File: config.mk
export PLATFORM = sky130hd
export DESIGN_NAME = amm_arbiter
export DESIGN_NICKNAME = d
export VERILOG_FILES = /design/src/rtl/amm_arbiter.sv
export SDC_FILE = /design/constraint.sdc
export NUM_CORES = 1
export LEC_CHECK = 0
export ABC_AREA = 1
export BUFFER_PORTS_ARGS = -buffer_cell sky130_fd_sc_hd__buf_2
export CAP_MARGIN = 25
export CORE_AREA = 8 8 195 197
export CTS_BUF_LIST = sky130_fd_sc_hd__clkbuf_4
export CTS_CLUSTER_SIZE = 14
export DETAILED_ROUTE_END_ITERATION = 10
export DIE_AREA = 0 0 203 205
export PLACE_DENSITY = 0.49
export SLEW_MARGIN = 20
export SYNTH_ARGS = -nofsm -noshare
export SYNTH_HDL_FRONTEND = slang
export SYNTH_SLANG_ARGS = --single-unit
File: constraint.sdc
create_clock -name clk -period 9.78 [get_ports clk]
set_input_delay 0.489 -clock clk [delete_from_list [all_inputs] [get_ports clk]]
set_output_delay 0.489 -clock clk [all_outputs]
set_load 0.02 [all_outputs]
File: src/rtl/amm_arbiter.sv
// Two-master Avalon-MM arbiter in front of a DDR controller: round-robin grant,
// write bursts locked to one master, read data steered by a tag FIFO of outstanding bursts.
module amm_arbiter #(
  parameter int ADDR_W    = 32,
  parameter int DATA_W    = 64,
  parameter int BC_W      = 6,
  parameter int TAG_DEPTH = 4
) (
  input  logic              clk,
  input  logic              rst,
  input  logic              local_init_done,
  input  logic [ADDR_W-1:0] m0_addr,
  input  logic              m0_ren,
  input  logic              m0_wen,
  input  logic [DATA_W-1:0] m0_wdata,
  input  logic [BC_W-1:0]   m0_burstcount,
  output logic              m0_wait,
  output logic              m0_rvalid,
  output logic [DATA_W-1:0] m0_rdata,
  input  logic [ADDR_W-1:0] m1_addr,
  input  logic              m1_ren,
  input  logic              m1_wen,
  input  logic [DATA_W-1:0] m1_wdata,
  input  logic [BC_W-1:0]   m1_burstcount,
  output logic              m1_wait,
  output logic              m1_rvalid,
  output logic [DATA_W-1:0] m1_rdata,
  output logic [ADDR_W-1:0] amm_addr,
  output logic [DATA_W-1:0] amm_wdata,
  output logic [BC_W-1:0]   amm_burstcount,
  output logic              amm_ren,
  output logic              amm_wen,
  input  logic              amm_wait,
  input  logic              amm_rvalid,
  input  logic [DATA_W-1:0] amm_rdata
);

  localparam int PTR_W = (TAG_DEPTH > 1) ? $clog2(TAG_DEPTH) : 1;
  localparam int CNT_W = PTR_W + 1;

  typedef enum logic {IDLE, WBURST} state_t;

  state_t            state_reg, state_next;
  logic              lock_reg, lock_next;
  logic [BC_W-1:0]   beat_cnt_reg, beat_cnt_next;
  logic              rr_last_reg, rr_last_next;

  logic              tag_id_reg [TAG_DEPTH];
  logic [BC_W-1:0]   tag_bc_reg [TAG_DEPTH];
  logic [PTR_W-1:0]  wr_ptr_reg, rd_ptr_reg;
  logic [CNT_W-1:0]  count_reg, count_next;
  logic [BC_W-1:0]   head_cnt_reg, head_cnt_next;

  logic              active;
  logic [BC_W-1:0]   bc0_eff, bc1_eff;
  logic              fifo_empty, fifo_full;
  logic              head_id;
  logic [BC_W-1:0]   head_bc, head_cnt_inc;
  logic              rd_beat, pop, push, read_ok, accept;
  logic              req_rd0, req_wr0, req_rd1, req_wr1, req0, req1;
  logic              grant_valid, grant_id;

  // Outputs are gated by rst itself so the reset values appear immediately.
  assign active  = rst & local_init_done;
  assign bc0_eff = (m0_burstcount == '0) ? BC_W'(1) : m0_burstcount;
  assign bc1_eff = (m1_burstcount == '0) ? BC_W'(1) : m1_burstcount;

  assign fifo_empty   = (count_reg == '0);
  assign fifo_full    = (count_reg == CNT_W'(TAG_DEPTH));
  assign head_id      = tag_id_reg[rd_ptr_reg];
  assign head_bc      = tag_bc_reg[rd_ptr_reg];
  assign head_cnt_inc = head_cnt_reg + BC_W'(1);
  assign rd_beat      = rst & amm_rvalid & ~fifo_empty;
  assign pop          = rd_beat & (head_cnt_inc == head_bc);

  // A slot freed by this cycle's pop can be reused by this cycle's read.
  assign read_ok = ~fifo_full | pop;
  assign req_rd0 = m0_ren & read_ok;
  assign req_wr0 = ~m0_ren & m0_wen;
  assign req_rd1 = m1_ren & read_ok;
  assign req_wr1 = ~m1_ren & m1_wen;
  assign req0    = req_rd0 | req_wr0;
  assign req1    = req_rd1 | req_wr1;

  always_comb begin
    grant_valid = 1'b0;
    grant_id    = 1'b0;
    if (active) begin
      if (state_reg == WBURST) begin
        grant_valid = 1'b1;
        grant_id    = lock_reg;
      end else if (req0 && req1) begin
        grant_valid = 1'b1;
        grant_id    = ~rr_last_reg;
      end else if (req0) begin
        grant_valid = 1'b1;
        grant_id    = 1'b0;
      end else if (req1) begin
        grant_valid = 1'b1;
        grant_id    = 1'b1;
      end
    end
  end

  always_comb begin
    amm_ren = 1'b0;
    amm_wen = 1'b0;
    if (grant_valid) begin
      if (state_reg == WBURST) begin
        amm_wen = grant_id ? m1_wen : m0_wen;
      end else begin
        amm_ren = grant_id ? req_rd1 : req_rd0;
        amm_wen = grant_id ? req_wr1 : req_wr0;
      end
    end
  end

  assign amm_addr       = grant_id ? m1_addr : m0_addr;
  assign amm_wdata      = grant_id ? m1_wdata : m0_wdata;
  assign amm_burstcount = grant_id ? bc1_eff : bc0_eff;

  assign m0_wait   = (grant_valid && !grant_id) ? amm_wait : 1'b1;
  assign m1_wait   = (grant_valid &&  grant_id) ? amm_wait : 1'b1;
  assign m0_rvalid = rd_beat & ~head_id;
  assign m1_rvalid = rd_beat &  head_id;
  assign m0_rdata  = amm_rdata;
  assign m1_rdata  = amm_rdata;

  assign accept = (amm_ren | amm_wen) & ~amm_wait;
  assign push   = amm_ren & ~amm_wait;

  always_comb begin
    state_next    = state_reg;
    lock_next     = lock_reg;
    beat_cnt_next = beat_cnt_reg;
    rr_last_next  = rr_last_reg;
    case (state_reg)
      IDLE: begin
        if (accept) begin
          rr_last_next = grant_id;
          if (amm_wen && amm_burstcount > BC_W'(1)) begin
            state_next    = WBURST;
            lock_next     = grant_id;
            beat_cnt_next = amm_burstcount - BC_W'(1);
          end
        end
      end
      WBURST: begin
        if (accept) begin
          beat_cnt_next = beat_cnt_reg - BC_W'(1);
          if (beat_cnt_reg == BC_W'(1)) state_next = IDLE;
        end
      end
      default: state_next = IDLE;
    endcase
  end

  always_ff @(posedge clk or negedge rst) begin
    if (!rst) begin
      state_reg    <= IDLE;
      lock_reg     <= 1'b0;
      beat_cnt_reg <= '0;
      rr_last_reg  <= 1'b1;
    end else begin
      state_reg    <= state_next;
      lock_reg     <= lock_next;
      beat_cnt_reg <= beat_cnt_next;
      rr_last_reg  <= rr_last_next;
    end
  end

  always_comb begin
    count_next = count_reg;
    case ({push, pop})
      2'b10:   count_next = count_reg + CNT_W'(1);
      2'b01:   count_next = count_reg - CNT_W'(1);
      default: count_next = count_reg;
    endcase
    head_cnt_next = head_cnt_reg;
    if (pop)          head_cnt_next = '0;
    else if (rd_beat) head_cnt_next = head_cnt_inc;
  end

  always_ff @(posedge clk or negedge rst) begin
    if (!rst) begin
      wr_ptr_reg   <= '0;
      rd_ptr_reg   <= '0;
      count_reg    <= '0;
      head_cnt_reg <= '0;
    end else begin
      if (push) wr_ptr_reg <= wr_ptr_reg + PTR_W'(1);
      if (pop)  rd_ptr_reg <= rd_ptr_reg + PTR_W'(1);
      count_reg    <= count_next;
      head_cnt_reg <= head_cnt_next;
    end
  end

  // Tag storage is tiny and the head must be visible in the same cycle, so it lives in flops.
  genvar gi;
  generate
    for (gi = 0; gi < TAG_DEPTH; gi++) begin : g_tag
      always_ff @(posedge clk or negedge rst) begin
        if (!rst) begin
          tag_id_reg[gi] <= 1'b0;
          tag_bc_reg[gi] <= '0;
        end else if (push && wr_ptr_reg == PTR_W'(gi)) begin
          tag_id_reg[gi] <= grant_id;
          tag_bc_reg[gi] <= amm_burstcount;
        end
      end
    end
  endgenerate

endmodule
==> metrics.txt <==
# TYPE chip_impl_metric gauge
chip_impl_info{name="outcome",value="finished clean"} 1
chip_impl_metric{name="synth-edff-count",unit=""} 0
chip_impl_metric{name="regToRegSetupSlack",unit="ns"} 5.01
chip_impl_metric{name="antenna_found_initial",unit=""} 29
chip_impl_metric{name="number_of_flip_flops_under_the_largest_register_name",unit=""} 24
chip_impl_metric{name="violation_count_after_the_first_detailed_route_iteration",unit=""} 358
chip_impl_metric{name="vias_per_cell",unit=""} 3.96
chip_impl_info{name="post-synth-top-count-cell",value="sky130_fd_sc_hd__nand2_1"} 1
chip_impl_info{name="crit_path_cell_trace",value="inv_2 > nand2_1 > nand2_1 > nand2_1 > nand2_1 > nand2_1 > nand2_1 > nand2_1 > nor2_4 > nand3_4 > nand3_2 > nand3_4 > nand3_4 > buf_4 > nand2_1 > nand2_1 > buf_2"} 1
chip_impl_metric{name="final_max_slew_viol_count",unit=""} 0
chip_impl_metric{name="drt_drc_violations_left",unit=""} 0
chip_impl_metric{name="post_synth.cell_area_avg",unit="sq um"} 6.13
chip_impl_metric{name="final_hold_viol_count",unit=""} 0
chip_impl_metric{name="gp_routability_congestion",unit=""} 0.882
chip_impl_metric{name="drive_gt1_share",unit="%"} 34.7
chip_impl_metric{name="peakVddDrop",unit="V"} 0.0000718
chip_impl_metric{name="fmax",unit="GHz"} 0.208
chip_impl_metric{name="cp_slowest_stage_delay",unit="ns"} 0.72
chip_impl_metric{name="worst_path_fanout_max",unit=""} 83
chip_impl_metric{name="netlist_area",unit="sq um"} 5360
chip_impl_info{name="cts_tree",value="done"} 1
chip_impl_metric{name="drt_first_pass_iters",unit=""} 4
chip_impl_metric{name="synth_cell_types",unit=""} 43
chip_impl_metric{name="fp.dieH",unit="microns"} 205
chip_impl_metric{name="post_layout_nonfiller_instances",unit=""} 1514
chip_impl_metric{name="worst_slew_slack_as_a_fraction_of_its_limit",unit="%"} 41.3
chip_impl_info{name="root_buffer",value="sky130_fd_sc_hd__clkbuf_4"} 1
chip_impl_info{name="rsz0062_at_grt",value="no"} 1
chip_impl_metric{name="numPortBuffers",unit=""} 320
chip_impl_metric{name="setup-violations-final",unit=""} 0
chip_impl_metric{name="globalRouteTotalUtil",unit="%"} 14.7
chip_impl_metric{name="synthXorXnorAreaFrac",unit="%"} 1.31
chip_impl_metric{name="min_period_over_period",unit="%"} 49.3
chip_impl_metric{name="detail_route.wirelength",unit="microns"} 32000
chip_impl_metric{name="cp.buffers_inverters",unit=""} 3
chip_impl_metric{name="route.detailed.wl_per_inst",unit="microns"} 21.1
chip_impl_metric{name="synth_seq_area_share",unit="%"} 23.4
chip_impl_metric{name="ant_nets",unit=""} 0
chip_impl_info{name="rr_startpoint",value="rd_ptr_reg[0]$_DFFE_PN0P_"} 1
chip_impl_info{name="hold_path.class",value="input port to async pin"} 1
chip_impl_metric{name="critPathArrivalTime",unit="ns"} 4.33
chip_impl_info{name="synthTopCellsByArea",value="sky130_fd_sc_hd__nand2_1 29%, sky130_fd_sc_hd__dfrtp_1 23%, sky130_fd_sc_hd__buf_4 18%"} 1
chip_impl_metric{name="post-route-min-period",unit="ns"} 4.82
chip_impl_metric{name="fin_tns_setup",unit="ns"} 0
chip_impl_metric{name="tightest_slew",unit="ns"} 0.881
chip_impl_metric{name="synth-seq-cells",unit=""} 50
chip_impl_metric{name="ctsHoldBuffers",unit=""} 0
chip_impl_metric{name="rr_worst_depth",unit=""} 26
chip_impl_metric{name="cts_resized",unit=""} 0
chip_impl_metric{name="rows",unit=""} 69
chip_impl_metric{name="hpwl",unit="microns"} 28100
chip_impl_metric{name="core_area",unit="sq um"} 35000
chip_impl_metric{name="timing.clock.skew",unit="ns"} 0.0207
chip_impl_metric{name="maximum_root_to_sink_buffer_count",unit=""} 2
chip_impl_metric{name="required",unit="ns"} 9.29
chip_impl_metric{name="starting_density",unit="%"} 15.3
chip_impl_metric{name="floorplan.die_area",unit="sq um"} 41600
chip_impl_info{name="postSynth.topFlopCell",value="sky130_fd_sc_hd__dfrtp_1"} 1
chip_impl_metric{name="grt_first_pass_wirelength",unit="microns"} 44100
chip_impl_metric{name="worstSetupPathDepth",unit=""} 17
chip_impl_info{name="slowest_stage",value="sky130_fd_sc_hd__buf_4"} 1
chip_impl_metric{name="numClockSinks",unit=""} 50
chip_impl_metric{name="cts-htree-levels",unit=""} 2
chip_impl_info{name="timing.critical_path.to_type",value="output port"} 1
chip_impl_info{name="critical_path.reg2reg.endpoint",value="beat_cnt_reg[3]$_DFFE_PN0P_"} 1
chip_impl_info{name="cp_top_family",value="simple AND/OR/NAND/NOR gates"} 1
chip_impl_metric{name="grt_remaining_overflow",unit=""} 0
chip_impl_metric{name="synthSimpleGateAreaFrac",unit="%"} 40.8
chip_impl_metric{name="synth_cells",unit=""} 874
chip_impl_metric{name="pwr_density_cell",unit="nW/um^2"} 208
chip_impl_metric{name="worst_setup_hold_path_clk_slew",unit="ns"} 0.16
chip_impl_metric{name="grt_start_max_net_pins",unit=""} 84
chip_impl_info{name="synth_area_leader_cell",value="sky130_fd_sc_hd__nand2_1"} 1
chip_impl_metric{name="area.growth.synth_to_final",unit="%"} 22.3
chip_impl_metric{name="die-width",unit="microns"} 203
chip_impl_info{name="dominant_combinational_cell_family_by_area_after_synthesis",value="simple AND/OR/NAND/NOR gates"} 1
chip_impl_metric{name="synth_fp_nets",unit=""} 1162
chip_impl_metric{name="grt_pass1_vias",unit=""} 6104
chip_impl_metric{name="placedCellCount",unit=""} 1500
chip_impl_metric{name="clkLatencyLatePin",unit="ns"} 0.39
chip_impl_info{name="worst_setup_path_start_kind",value="flop"} 1
chip_impl_metric{name="synth.mux.area_fraction",unit="%"} 0.187
chip_impl_info{name="criticalPathCategory",value="flop to output port"} 1
chip_impl_info{name="synth_top_cells_by_count",value="418 x sky130_fd_sc_hd__nand2_1, 130 x sky130_fd_sc_hd__buf_4, 49 x sky130_fd_sc_hd__dfrtp_1"} 1
chip_impl_metric{name="cts_inserted_buffers",unit=""} 5
chip_impl_metric{name="synth_async_sr_flop_share",unit="%"} 100
chip_impl_metric{name="hold-worst-slack",unit="ns"} 0.191
chip_impl_metric{name="synth-compound-area-share",unit="%"} 6.84
chip_impl_info{name="crit_path_frequent_cell",value="sky130_fd_sc_hd__nand2_1"} 1
chip_impl_metric{name="boundaryPins",unit=""} 513
chip_impl_metric{name="max-cap-violations",unit=""} 0
chip_impl_metric{name="dr_total_vias",unit=""} 5998
chip_impl_metric{name="synth.yosys.warnings",unit=""} 0
chip_impl_metric{name="synth_top_cell_area_share",unit="%"} 29.3
chip_impl_metric{name="fin_nets",unit=""} 1334
chip_impl_metric{name="post-cts-setup-buffers",unit=""} 0
chip_impl_metric{name="power_leakage",unit="uW"} 0.00385
chip_impl_metric{name="synthAdderAreaFrac",unit="%"} 2.71
[through the flow]
| step | cell area [sq um] | utilization [%] | setup slack [ns] | total power, uW |
|---|---|---|---|---|
| 3_3_place_gp | 6430 | 18.4 | 4.62 | 1240 |
| 3_5_place_dp | 6460 | 18.5 | 4.76 | 1240 |
| 2_1_floorplan | 5360 | - | 6.48 | 1020 |
| 4_1_cts | 6540 | 18.7 | 4.94 | 1380 |
| 5_1_grt | 6550 | 18.7 | 4.47 | 1500 |
| 6_report | 6560 | 18.8 | 4.96 | 1360 |
[power breakdown]
group / switching [uW] / leakage (uW) / internal (uW) / total (uW)
registers: 83.8 / 0.000634 / 290 / 374
clock network: 76.0 / 0.0000458 / 55.3 / 131
logic: 576 / 0.00317 / 282 / 858
total: 736 / 0.00385 / 627 / 1360
[cells by family (layout without fill, tap and decap cells)]
group | count (synthesis) | in the layout
multiplexers | 1 | 1
other | 0 | 6
AND/OR/NAND/NOR | 526 | 526
flip-flops | 50 | 50
adder cells (fa/ha/maj) | 11 | 11
buffers and inverters | 211 | 384
AO/OA/AOI/OAI | 67 | 67
XOR/XNOR | 8 | 8
[cells in the final DEF (no fill, tap or decap), drive strengths merged]
master and n:
nor2 52, bufinv 1, buf 324, xnor2 1, and3 1, xor2 7
dfstp 1, a21boi 1, o21bai 1, ha 10, nand2 426, nand3b 1
clkbuf 5, o211a 1, o21ai 23, clkinv 3, nand4 10, mux2i 1
inv 51, diode 6, or2 1, dfrtp 49, fa 1, o22ai 3
a31o 1, a41o 1, nand3 32, nor3 3, a32oi 1, a21oi 34
a31oi 1
[layer usage]
| metal | part of all wire [%] | global-route usage (%) |
|---|---|---|
| met3 | 13 | 7.70 |
| met2 | 46 | 23.5 |
| met4 | 2.3 | 3.99 |
| met1 | 39 | 16.8 |
| met5 | 0.22 | 0.832 |
[area by class of cell]
| cell class | instances | area (sq um) |
|---|---|---|
| Fill cell | 4144 | 28400 |
| Multi-Input combinational cell | 613 | 2780 |
| Timing Repair Buffer | 324 | 1650 |
| Sequential cell | 50 | 1250 |
| Tap cell | 461 | 577 |
| Inverter | 52 | 196 |
| Clock inverter | 3 | 47.5 |
| Clock buffer | 5 | 37.5 |
| Antenna cell | 6 | 15.0 |
[how the worst max path moves through the flow]
stage                                start                           to  slack, ns
2_1_floorplan  head_cnt_reg[0]$_DFFE_PN0P_  beat_cnt_reg[4]$_DFFE_PN0P_       6.48
3_5_place_dp                           rst  beat_cnt_reg[0]$_DFFE_PN0P_       4.76
5_1_grt          rd_ptr_reg[0]$_DFFE_PN0P_  beat_cnt_reg[3]$_DFFE_PN0P_       4.47
3_3_place_gp                           rst     count_reg[2]$_DFFE_PN0P_       4.62
6_report         rd_ptr_reg[0]$_DFFE_PN0P_            amm_burstcount[4]       4.96
4_1_cts          rd_ptr_reg[0]$_DFFE_PN0P_            amm_burstcount[4]       4.94
(Power assumes the default switching activity.)
